## src/rtl/fifo_port_ctrl.sv

```systemverilog
// Port sequencer for a 16-deep registered-read FIFO: round-robin write arbitration
// between two producers, valid/ready read stream, flush sequence and occupancy counters.
module fifo_port_ctrl #(
    parameter int DATA_W = 8,
    parameter int DEPTH  = 16,
    parameter int CNT_W  = 16
) (
    input  logic                    CLK,
    input  logic                    RST,
    input  logic                    req0_valid,
    input  logic [DATA_W-1:0]       req0_data,
    output logic                    req0_ready,
    input  logic                    req1_valid,
    input  logic [DATA_W-1:0]       req1_data,
    output logic                    req1_ready,
    output logic                    fifo_write,
    output logic [DATA_W-1:0]       fifo_wdata,
    input  logic                    fifo_full,
    output logic                    fifo_read,
    input  logic [DATA_W-1:0]       fifo_rdata,
    input  logic                    fifo_empty,
    output logic                    out_valid,
    output logic [DATA_W-1:0]       out_data,
    input  logic                    out_ready,
    input  logic                    flush,
    output logic                    flush_busy,
    output logic [$clog2(DEPTH):0]  level,
    output logic [CNT_W-1:0]        acc0_cnt,
    output logic [CNT_W-1:0]        acc1_cnt
);

    localparam int LVL_W = $clog2(DEPTH) + 1;

    typedef enum logic {S_RUN = 1'b0, S_FLUSH = 1'b1} state_t;

    state_t             r_state;
    logic               r_prio;
    logic               r_vld_p1;
    logic               r_flush_busy;
    logic [LVL_W-1:0]   r_level;
    logic [CNT_W-1:0]   r_acc0;
    logic [CNT_W-1:0]   r_acc1;

    logic               w_run;
    logic               w_en;
    logic               w_sel1;
    logic               w_acc0;
    logic               w_acc1;
    logic               w_pop;
    logic [1:0]         w_dec;

    assign w_run  = (r_state == S_RUN);
    assign w_en   = w_run & ~fifo_full;
    // req1 wins when it is the only requester or when both request and prio favours it
    assign w_sel1 = req1_valid & (~req0_valid | r_prio);

    assign req0_ready = w_en & ~w_sel1;
    assign req1_ready = w_en & ~(req0_valid & (~req1_valid | ~r_prio));
    assign w_acc0     = req0_valid & req0_ready;
    assign w_acc1     = req1_valid & req1_ready;
    assign fifo_write = w_acc0 | w_acc1;
    assign fifo_wdata = w_sel1 ? req1_data : req0_data;

    assign fifo_read  = ~fifo_empty & (~w_run | ~r_vld_p1 | out_ready);
    assign w_pop      = r_vld_p1 & out_ready;

    // On the flush-entry edge both the held word and any word read that cycle are discarded
    always_comb begin
        w_dec = 2'd0;
        if (!w_run)
            w_dec = {1'b0, fifo_read};
        else if (flush)
            w_dec = {1'b0, r_vld_p1} + {1'b0, fifo_read};
        else
            w_dec = {1'b0, w_pop};
    end

    // ---- stage p1: registered output valid, FSM and counters ----
    always_ff @(posedge CLK) begin
        if (RST) begin
            r_state      <= S_RUN;
            r_prio       <= 1'b0;
            r_vld_p1     <= 1'b0;
            r_flush_busy <= 1'b0;
            r_level      <= '0;
            r_acc0       <= '0;
            r_acc1       <= '0;
        end else begin
            case (r_state)
                S_RUN: begin
                    if (flush) begin
                        r_state      <= S_FLUSH;
                        r_flush_busy <= 1'b1;
                        r_vld_p1     <= 1'b0;
                    end else begin
                        r_vld_p1 <= fifo_read | (r_vld_p1 & ~out_ready);
                    end
                end
                S_FLUSH: begin
                    r_vld_p1 <= 1'b0;
                    if (fifo_empty & ~fifo_read) begin
                        r_state      <= S_RUN;
                        r_flush_busy <= 1'b0;
                    end
                end
                default: begin
                    r_state      <= S_RUN;
                    r_flush_busy <= 1'b0;
                    r_vld_p1     <= 1'b0;
                end
            endcase
            if (fifo_write)
                r_prio <= w_acc0;
            if (w_acc0)
                r_acc0 <= r_acc0 + CNT_W'(1);
            if (w_acc1)
                r_acc1 <= r_acc1 + CNT_W'(1);
            r_level <= r_level + LVL_W'(fifo_write) - LVL_W'(w_dec);
        end
    end

    assign out_valid  = r_vld_p1;
    assign out_data   = fifo_rdata;
    assign flush_busy = r_flush_busy;
    assign level      = r_level;
    assign acc0_cnt   = r_acc0;
    assign acc1_cnt   = r_acc1;

endmodule

```

## config.mk

```make
export PLATFORM = sky130hd
export DESIGN_NAME = fifo_port_ctrl
export DESIGN_NICKNAME = d
export VERILOG_FILES = /design/src/rtl/fifo_port_ctrl.sv
export SDC_FILE = /design/constraint.sdc
export NUM_CORES = 1
export LEC_CHECK = 0
export ABC_AREA = 1
export CAP_MARGIN = 10
export CORE_ASPECT_RATIO = 2
export CORE_MARGIN = 5
export CORE_UTILIZATION = 44
export CTS_CLUSTER_SIZE = 24
export DETAILED_ROUTE_END_ITERATION = 8
export PLACE_DENSITY_LB_ADDON = 0.3
export SLEW_MARGIN = 10
export SYNTH_ARGS = -nofsm -noshare
export SYNTH_HDL_FRONTEND = slang
export SYNTH_SLANG_ARGS = --single-unit
```

## constraint.sdc

```tcl
create_clock -name CLK -period 3.35 [get_ports CLK]
set_clock_uncertainty 0.2 [all_clocks]
set_input_delay 0.67 -clock CLK [delete_from_list [all_inputs] [get_ports CLK]]
set_output_delay 0.67 -clock CLK [all_outputs]
set_load 0.005 [all_outputs]
```

==> summary.md <==
| Metric | Value |
|---|---|
| Status | `finished, final reports clean` |
| Critical Path RT | `2.48 ns` |
| Layout Nets | `479` |
| Die ar. | `0.00701 mm^2` |
| CP endpoint kind | `output pin` |
| Hold endpoint | `r_prio` |
| Critical setup path kind | `in2out` |
| I/O Buffers | `74` |
| Number of buffers created by CTS | `5` |
| Post-Layout Cell Count | `497` |
| Switch share | `26.3%` |
| Fin. max-slew vios | `0` |
| Die Height | `113 um` |
| TNS Setup | `0 ns` |
| Critical Path Fanout Max | `9` |
| CTS tree | `built` |
| Root buffer cell | `clkbuf_8` |
| Least-Margin Pin Slew | `0.499 ns` |
| Pre-Repair DR Iteration Count | `5` |
| Longest Clk Path Bufs | `2` |
| MaxCap Viol Count | `0` |
| Commonest cells after routing, fill and taps aside | `nand2_1, clkdlybuf4s50_1, nor2_1, inv_1, dfxtp_1` |
| Synthesized area | `0.00236 mm^2` |
| Global-route wire length before repair | `9530 um` |
| Clock transition at the registers of the reported paths | `0.08 ns` |
| Drc violations | `0` |
| Worst-Skew Late Latency | `0.28 ns` |
| Switching Power | `0.000333 W` |
| Final core occ | `62.9%` |
| Final period utilization | `92.9%` |
| Cells on worst reg2reg path | `14` |
| Via count | `2417` |
| Worst setup SP type | `input port` |
| H-tree level count | `2` |
| # setup viols final | `0` |
| Hold Buf Count CTS | `0` |
| Synth unique cells | `28` |
| Largest net degree at the start of global routing | `18` |
| Worst R2R End | `level[4]` |
| Worst Hold Depth | `2` |
| # rows | `37` |
| Core area | `0.00518 mm^2` |
| RSZ-0062 raised after global routing | `no` |
| Internal power | `0.000934 W` |
| Flop2flop setup slack | `0.66 ns` |
| Num ports | `91` |
| Postcts setup bufs | `0` |
| Hold Crit Class | `reg2reg` |
| Area Overhead vs Synth | `38.5%` |
| Detail Placement HPWL | `4520 um` |
| Relative slew margins | `66.5%` |
| Peak supply drop | `0.328 mV` |
| Register bit count reported by yosys | `41` |
| Fillers | `492` |
| LEAKAGE | `1.37 nW` |
| Sequential Power Share | `42.4%` |
| Clk pwr share | `32.3%` |
| Syn_area_per_cell | `6.51 um^2` |
| Pwr dens | `388 mW/mm^2` |
| Post-Synthesis Cells | `362` |
| RR Startpoint | `r_state` |
| Syn_nets | `403` |
| Gr ovfl total | `0` |
| Final min period | `3.11 ns` |
| # resized after CTS | `0` |
| GR Util All Layers | `16.9%` |
| DR vias/cell | `4.86` |
| Yosys warning total | `0` |
| Starting Density | `45.4%` |
| Die span in x | `61.7 um` |
| Combinational share of power | `25.2%` |
| Initial antenna violation count | `0` |
| Crit path DAT | `2.24 ns` |
| Routed Antenna Nets | `0` |
| Sequential fraction of the synthesis area | `34.8%` |
| Hold Crit Start | `r_prio` |
| Vias in the first global route | `2326` |
| Layout cells sized above 1 | `5.69%` |
| Fin. Hold Viols | `0` |
| Final WL | `5670 um` |
| Most common cell after layout, fill and taps aside | `nand2_1` |
| Drt initial violations | `98` |
| GPL Wtd Cong | `0.878` |
| Placed cell count | `489` |
| DR WL/cell | `11.4 um` |
| Max Fclk | `321 MHz` |
| Clock Sinks | `41` |
| ANT cells | `0` |
[how the worst max path moves through the flow]
| stage | to | from | cells past startpoint | slack (ns) |
|---|---|---|---|---|
| after global routing | level[4] | out_ready | 15 | 0.09 |
| after global placement | level[4] | out_ready | 15 | 0.07 |
| final | fifo_wdata[3] | req1_valid | 6 | 0.24 |
| after CTS | fifo_write | req0_valid | 6 | 0.23 |
| after detailed placement | level[4] | out_ready | 15 | -0.03 |
| after floorplan | level[4] | out_ready | 14 | 0.57 |
[per-layer routing]
layer / up-vias / GRT usage [%] / share of wire [%] / wire length, um
met1: 1070 / 17.4 / 38 / 2140
met4: 0 / 6.52 / 1.3 / 74
met2: 59 / 31.4 / 55 / 3100
met5: - / 0 / 0 / 0
met3: 8 / 3.17 / 6.3 / 360
li1: 1280 / - / - / -
[metrics by stage]
stage               setup slack [ns]  hold slack, ns  total power, W  instance area [um^2]
finish                         0.236           0.271         0.00127                  3260
global route                  0.0936           0.318         0.00135                  3260
CTS                            0.226           0.275         0.00129                  3260
detailed placement           -0.0313           0.263        0.000876                  3140
global placement              0.0672           0.251        0.000867                  3140
floorplan                      0.569           0.241        0.000733                  2360
[sequential cells by signal, indices dropped and copies added, names as in the netlist]
name,count
level,5
acc1_cnt,16
r_prio,1
r_state,1
out_valid,1
flush_busy,1
acc0_cnt,16
[power by group through the flow]
stage | registers, W | logic [W] | clock network [W]
finish | 0.000538 | 0.000320 | 0.000410
global route | 0.000542 | 0.000362 | 0.000449
CTS | 0.000539 | 0.000327 | 0.000426
detailed placement | 0.000550 | 0.000326 | 0
global placement | 0.000550 | 0.000317 | 0
floorplan | 0.000550 | 0.000183 | 0
[synth_stat cells, drive strengths merged]
master	instances	area share, %
a21boi	1	0.32
a21o	1	0.32
a21oi	24	5.1
a32oi	1	0.37
buf	8	2.5
clkbuf	3	0.48
clkinv	1	0.16
dfxtp	41	35
fa	1	0.85
ha	8	4.2
inv	50	8.0
nand2	103	17
nand3	23	5.6
nand4	11	2.9
nor2	65	12
nor3	4	0.85
nor3b	2	0.64
o211ai	1	0.32
o21ai	9	1.9
xnor2	2	0.74
xor2	3	1.1
[cells by family after synthesis]
kind of cell    share of synthesized area (%)
buf+inv                                  11.2
compound gates                           8.34
simple gates                             38.7
flops                                    34.8
fa+ha+maj                                5.10
xor+xnor                                 1.86
[cell type report]
cell class | instances | area [um^2] | share of cell area [%]
Inverter | 51 | 191 | 5.87
Tap cell | 58 | 72.6 | 2.22
Clock buffer | 6 | 82.6 | 2.53
Timing Repair Buffer | 80 | 786 | 24.1
Sequential cell | 41 | 821 | 25.2
Multi-Input combinational cell | 259 | 1270 | 39.0
Clock inverter | 2 | 37.5 | 1.15
[critical path: stages]
cell	delay (ns)
clkdlybuf4s50_1	0.59
a21boi_1	0.19
buf_4	0.17
nand2_1	0.07
nand2_1	0.06
clkdlybuf4s50_1	0.49
Note: power is estimated with default switching activity, not from simulation.
==> edit 1: new RTL, same flow settings <==
Set the parameter `DEPTH` to 32 (it was 16).
--- a/src/rtl/fifo_port_ctrl.sv
+++ b/src/rtl/fifo_port_ctrl.sv
@@ -4,3 +4,3 @@
     parameter int DATA_W = 8,
-    parameter int DEPTH  = 16,
+    parameter int DEPTH  = 32,
     parameter int CNT_W  = 16
Ports: changed (resized level); port bits go from 91 to 92. No check against the original RTL was run, so the function may have changed too.
==> edit 1 against the original RTL <==
  * First-iteration DRC count decreased by 9.2%
  * Highest routed layer unchanged
  * Worst setup slack got worse by 0.0017 ns
  * Power rose by 7.0%
  * Design area up 2.3%
  * Critical path depth stayed put
  * Routed wire length increased by 7.2%
  * Final cell count is 0.40% higher
  * Sequential cell count is 1 higher
  * Global-route usage grew 0.71 points
  * Register-to-register slack got worse by 0.02 ns
  * Synthesized area is 3.6% higher
  * Via count increased by 4.1%
==> edit 1: results (changes against the original RTL) <==
Drt
  • Initial DRC count: 89 (was 98)
  • Drt total wl: 6080 um (was 5670 um)
  • Iteration count of the initial detailed-routing pass: 4 (was 5)
  • Vias: 2517 (was 2417)
  • Met3 routed WL: 399 um (was 360 um)
  • Vias per cell: 5.04 (was 4.86)
  • DR top layer: met4 (unchanged)
  • Met2 WL: 3280 um (was 3100 um)
  • M1 WL: 2240 um (was 2140 um)

Synth
  • Sequential area share after synthesis: 0.345 (was 0.348)
  • Synth cell count leaders: nand2_1 (96), nor2_1 (50), inv_1 (49) (was nand2_1 (101), nor2_1 (59), inv_1 (49))
  • Top post-synthesis cells by area: dfxtp_1 (34%), nand2_1 (15%), nor2_1 (7.7%) (was dfxtp_1 (35%), nand2_1 (16%), nor2_1 (9.4%))
  • Most used DFF post-synth: dfxtp_1 (unchanged)
  • Mapped Avg Cell Area: 6.72 sq um (was 6.51 sq um)
  • Syn_nets: 405 (was 403)
  • Yosys cell types: 27 (was 28)

Global routing
  • Global routing usage on met1: 0.169 (was 0.174)
  • Grt met2 use: 0.339 (was 0.314)
  • Vias in the first global route: 2534 (was 2326)
  • First-pass GRT wire length: 10700 um (was 9530 um)
  • Largest net degree at the start of global routing: 27 (was 18)
  • M3 GR Usage: 0.0411 (was 0.0317)
  • GRT Util Overall: 0.176 (was 0.169)
  • Initial antenna violation count: 0 (unchanged)

Placement
  • Dpl hpwl: 4850 um (was 4520 um)
  • DP Area: 0.00322 sq mm (was 0.00314 sq mm)
  • GPL Wtd Cong: 0.853 (was 0.878)
  • PortBufs: 75 (was 74)
  • Placed cells: 491 (was 489)
  • Place WS: -0.00753 ns (was -0.0313 ns)

Timing
  • Worst slew pin tran: 0.566 ns (was 0.499 ns)
  • Hold Slack: 0.279 ns (was 0.271 ns)
  • Post-route setup slack: 0.235 ns (was 0.236 ns)

Power
  • Maximum VDD drop: 0.000360 V (was 0.000328 V)
  • Lkg Pwr: 1.41 nW (was 1.37 nW)

Setup path
  • Cell family with the largest share of critical-path delay: buffers and inverters (unchanged)
  • Critical Path End: fifo_wdata[5] (was fifo_wdata[3])
  • Critical Path Fanout Max: 10 (was 9)
  • CP arrival: 2.25 ns
  • Max incr delay on CP: 0.66 ns (was 0.59 ns)
  • R2r setup slk: 0.64 ns (was 0.66 ns)
  • R2R cell count: 14 (unchanged)

Clock tree
  • Clock transition at path regs: 0.08 ns (about the same)
  • Worst skew pair latency: 0.29 ns
  • # H-tree levels: 2 (unchanged)
  • Hold buffers post-CTS: 0 (unchanged)
  • Setup bufs post-CTS: 0 (unchanged)

Final layout
  • # nets final: 480 (was 479)
  • Register area: 841 sq um (was 821 sq um)
  • Fillers: 519 (was 492)
  • Share of layout cells above drive strength 1: 0.0683 (was 0.0569)

Status
  • Status: completed (unchanged)
==> edit 1: layout make-up <==
class                      instances  area share
inverter                          51      0.0574
multi-input combinational        257       0.397
clock inverter                     3      0.0120
sequential                        42       0.252
clock buffer                       5      0.0206
timing repair buffer              81       0.238
tap                               60      0.0225
==> edit 1: worst min-delay path: cells and delay by family (launching register included) <==
kind | cells | cell delay, ns
flip-flops | 1 | 0.33
AND/OR/NAND/NOR | 1 | 0.06
AO/OA/AOI/OAI | 1 | 0.05
==> edit 1: logic make-up after synthesis <==
| kind of cell | after synthesis | synth area share |
|---|---|---|
| and+or+nand+nor | 202 | 0.388 |
| buffers and inverters | 64 | 0.114 |
| AOI/OAI and AO/OA | 42 | 0.0882 |
| DFF | 42 | 0.345 |
| adders and majority gates | 10 | 0.0544 |
| xor gates and xnor gates | 3 | 0.0108 |
==> edit 1: report_power, final <==
group          switching (mW)  total (mW)  internal [mW]
clock network           0.173       0.393          0.220
logic                   0.198       0.401          0.203
registers              0.0269       0.561          0.534
total                   0.398        1.36          0.957
==> edit 2: new RTL, config.mk and constraints unchanged <==
Without the edit above. Make the reset (`RST`) asynchronous in one clocked block.
--- a/src/rtl/fifo_port_ctrl.sv
+++ b/src/rtl/fifo_port_ctrl.sv
@@ -78,3 +78,3 @@
     // ---- stage p1: registered output valid, FSM and counters ----
-    always_ff @(posedge CLK) begin
+    always_ff @(posedge CLK or posedge RST) begin
         if (RST) begin
Check against the original RTL: differs if RST is asserted again (counterexample within 4 cycles, from zero or initial values and one cycle with RST high); with RST held inactive, the same outputs for 10 cycles.
==> edit 2 against the original RTL <==
  * Design area increased by 1.4%
  * Utilization shrank 1.9 points
  * Sequential cell count unchanged
  * Synthesized area rose by 3.2%
  * Via count fell by 13%
  * Routed wire length fell by 0.79%
  * Critical path depth down 1
  * Worst setup slack got worse by 0.058 ns
  * Critical endpoint is now fifo_wdata[0]
  * Largest cell class unchanged
Power is not compared: it rests on default switching activity, and its combinational part moved more than twofold at a synthesized area within 25%.
==> edit 2: results (changes against the original RTL) <==
Status
  • Status: completed (unchanged)

Placement
  • PortBufs: 74 (unchanged)
  • Place WS: -0.0734 ns (was -0.0313 ns)
  • GPL Wtd Cong: 0.801 (was 0.878)

Final layout
  • # nets final: 406 (was 479)
  • Share of layout cells above drive strength 1: 0.0986 (was 0.0569)
  • Inserted Diodes: 0 (unchanged)
  • Fillers: 514 (was 492)

Synth
  • Yosys cell types: 26 (was 28)
  • Mapped Avg Cell Area: 8.50 sq um (was 6.51 sq um)
  • Asr flop ratio synth: 1.00 (was 0)
  • Synth cell count leaders: nand2_1 (90), dfrtp_1 (41), inv_1 (40) (was nand2_1 (101), nor2_1 (59), inv_1 (49))
  • Top post-synthesis cells by area: dfrtp_1 (42%), nand2_1 (14%), inv_1 (6.2%) (was dfxtp_1 (35%), nand2_1 (16%), nor2_1 (9.4%))
  • Syn_nets: 328 (was 403)
  • Most used DFF post-synth: dfrtp_1 (was dfxtp_1)

Drt
  • Vias: 2107 (was 2417)
  • Initial DRC count: 69 (was 98)
  • Wire per inst: 13.2 um (was 11.4 um)
  • Iteration count of the initial detailed-routing pass: 4 (was 5)

Global routing
  • First-pass GRT wire length: 9320 um (was 9530 um)
  • Vias in the first global route: 2235 (was 2326)
  • GRT Util Overall: 0.163 (was 0.169)
  • Largest net degree at the start of global routing: 42 (was 18)

Setup path
  • Critical Path Fanout Max: 8 (was 9)
  • CP arrival: 2.30 ns (was 2.24 ns)
  • R2R cell count: 12 (was 14)

Clock tree
  • Worst skew pair latency: 0.31 ns (was 0.28 ns)

Timing
  • Slew margin rel.: 0.644 (was 0.665)
[edit 2: worst max-delay path: stages]
cell	delay [ns]
clkdlybuf4s50_1	0.49
nand2_1	0.14
nand2_2	0.20
mux2_2	0.36
clkdlybuf4s50_1	0.45
[edit 2: final cells by class]
type	instances	area (sq um)	area share
Timing Repair Buffer	80	786	0.237
Tap cell	60	75.1	0.0227
Inverter	41	154	0.0465
Multi-Input combinational cell	195	1170	0.354
Sequential cell	41	1030	0.310
Clock buffer	6	82.6	0.0250
Clock inverter	2	13.8	0.00416
[edit 2: final timing paths]
kind                                 end         start  slack [ns]
max                        fifo_wdata[0]    req0_valid        0.18
min                         acc0_cnt[15]  acc0_cnt[15]        0.30
max reg2reg                     level[4]       r_state        0.63
min reg2reg                 acc0_cnt[15]  acc0_cnt[15]        0.30
max in group asynchronous    acc1_cnt[8]           RST        1.98
min in group asynchronous    acc0_cnt[6]           RST        0.60
[edit 2: cells by family (layout without fill, tap and decap cells)]
group / after synthesis / after routing / share of synthesized area
adders and majority gates: 10 / 10 / 0.0545
xor gates and xnor gates: 20 / 20 / 0.0720
buffers and inverters: 50 / 129 / 0.0962
and+or+nand+nor: 149 / 149 / 0.299
DFF: 41 / 41 / 0.422
AOI/OAI and AO/OA: 8 / 8 / 0.0195
muxes: 8 / 8 / 0.0370
[edit 2: power breakdown]
part / total, mW / switching (mW) / internal (mW)
Combinational: 0.663 / 0.281 / 0.382
Clock: 0.351 / 0.184 / 0.167
Sequential: 0.702 / 0.102 / 0.600
Total: 1.72 / 0.567 / 1.15
[edit 2: layer usage]
layer	wire [um]	GRT usage	up-vias
li1	-	-	1032
met5	0	0	-
met1	1980	0.141	983
met2	3050	0.311	68
met3	306	0.0430	24
met4	290	0.118	0
[edit 2: metrics by stage]
| step | TNS [ns] | cell area, sq um | power, mW | std cells | hold slack [ns] |
|---|---|---|---|---|---|
| 2_1_floorplan | 0 | 2430 | 1.04 | 286 | 0.276 |
| 3_3_place_gp | -0.0362 | 3210 | 1.36 | 417 | 0.274 |
| 3_5_place_dp | -0.124 | 3210 | 1.39 | 417 | 0.280 |
| 4_1_cts | 0 | 3310 | 1.75 | 425 | 0.303 |
| 5_1_grt | 0 | 3310 | 1.84 | 425 | 0.321 |
| 6_report | 0 | 3310 | 1.72 | 425 | 0.297 |
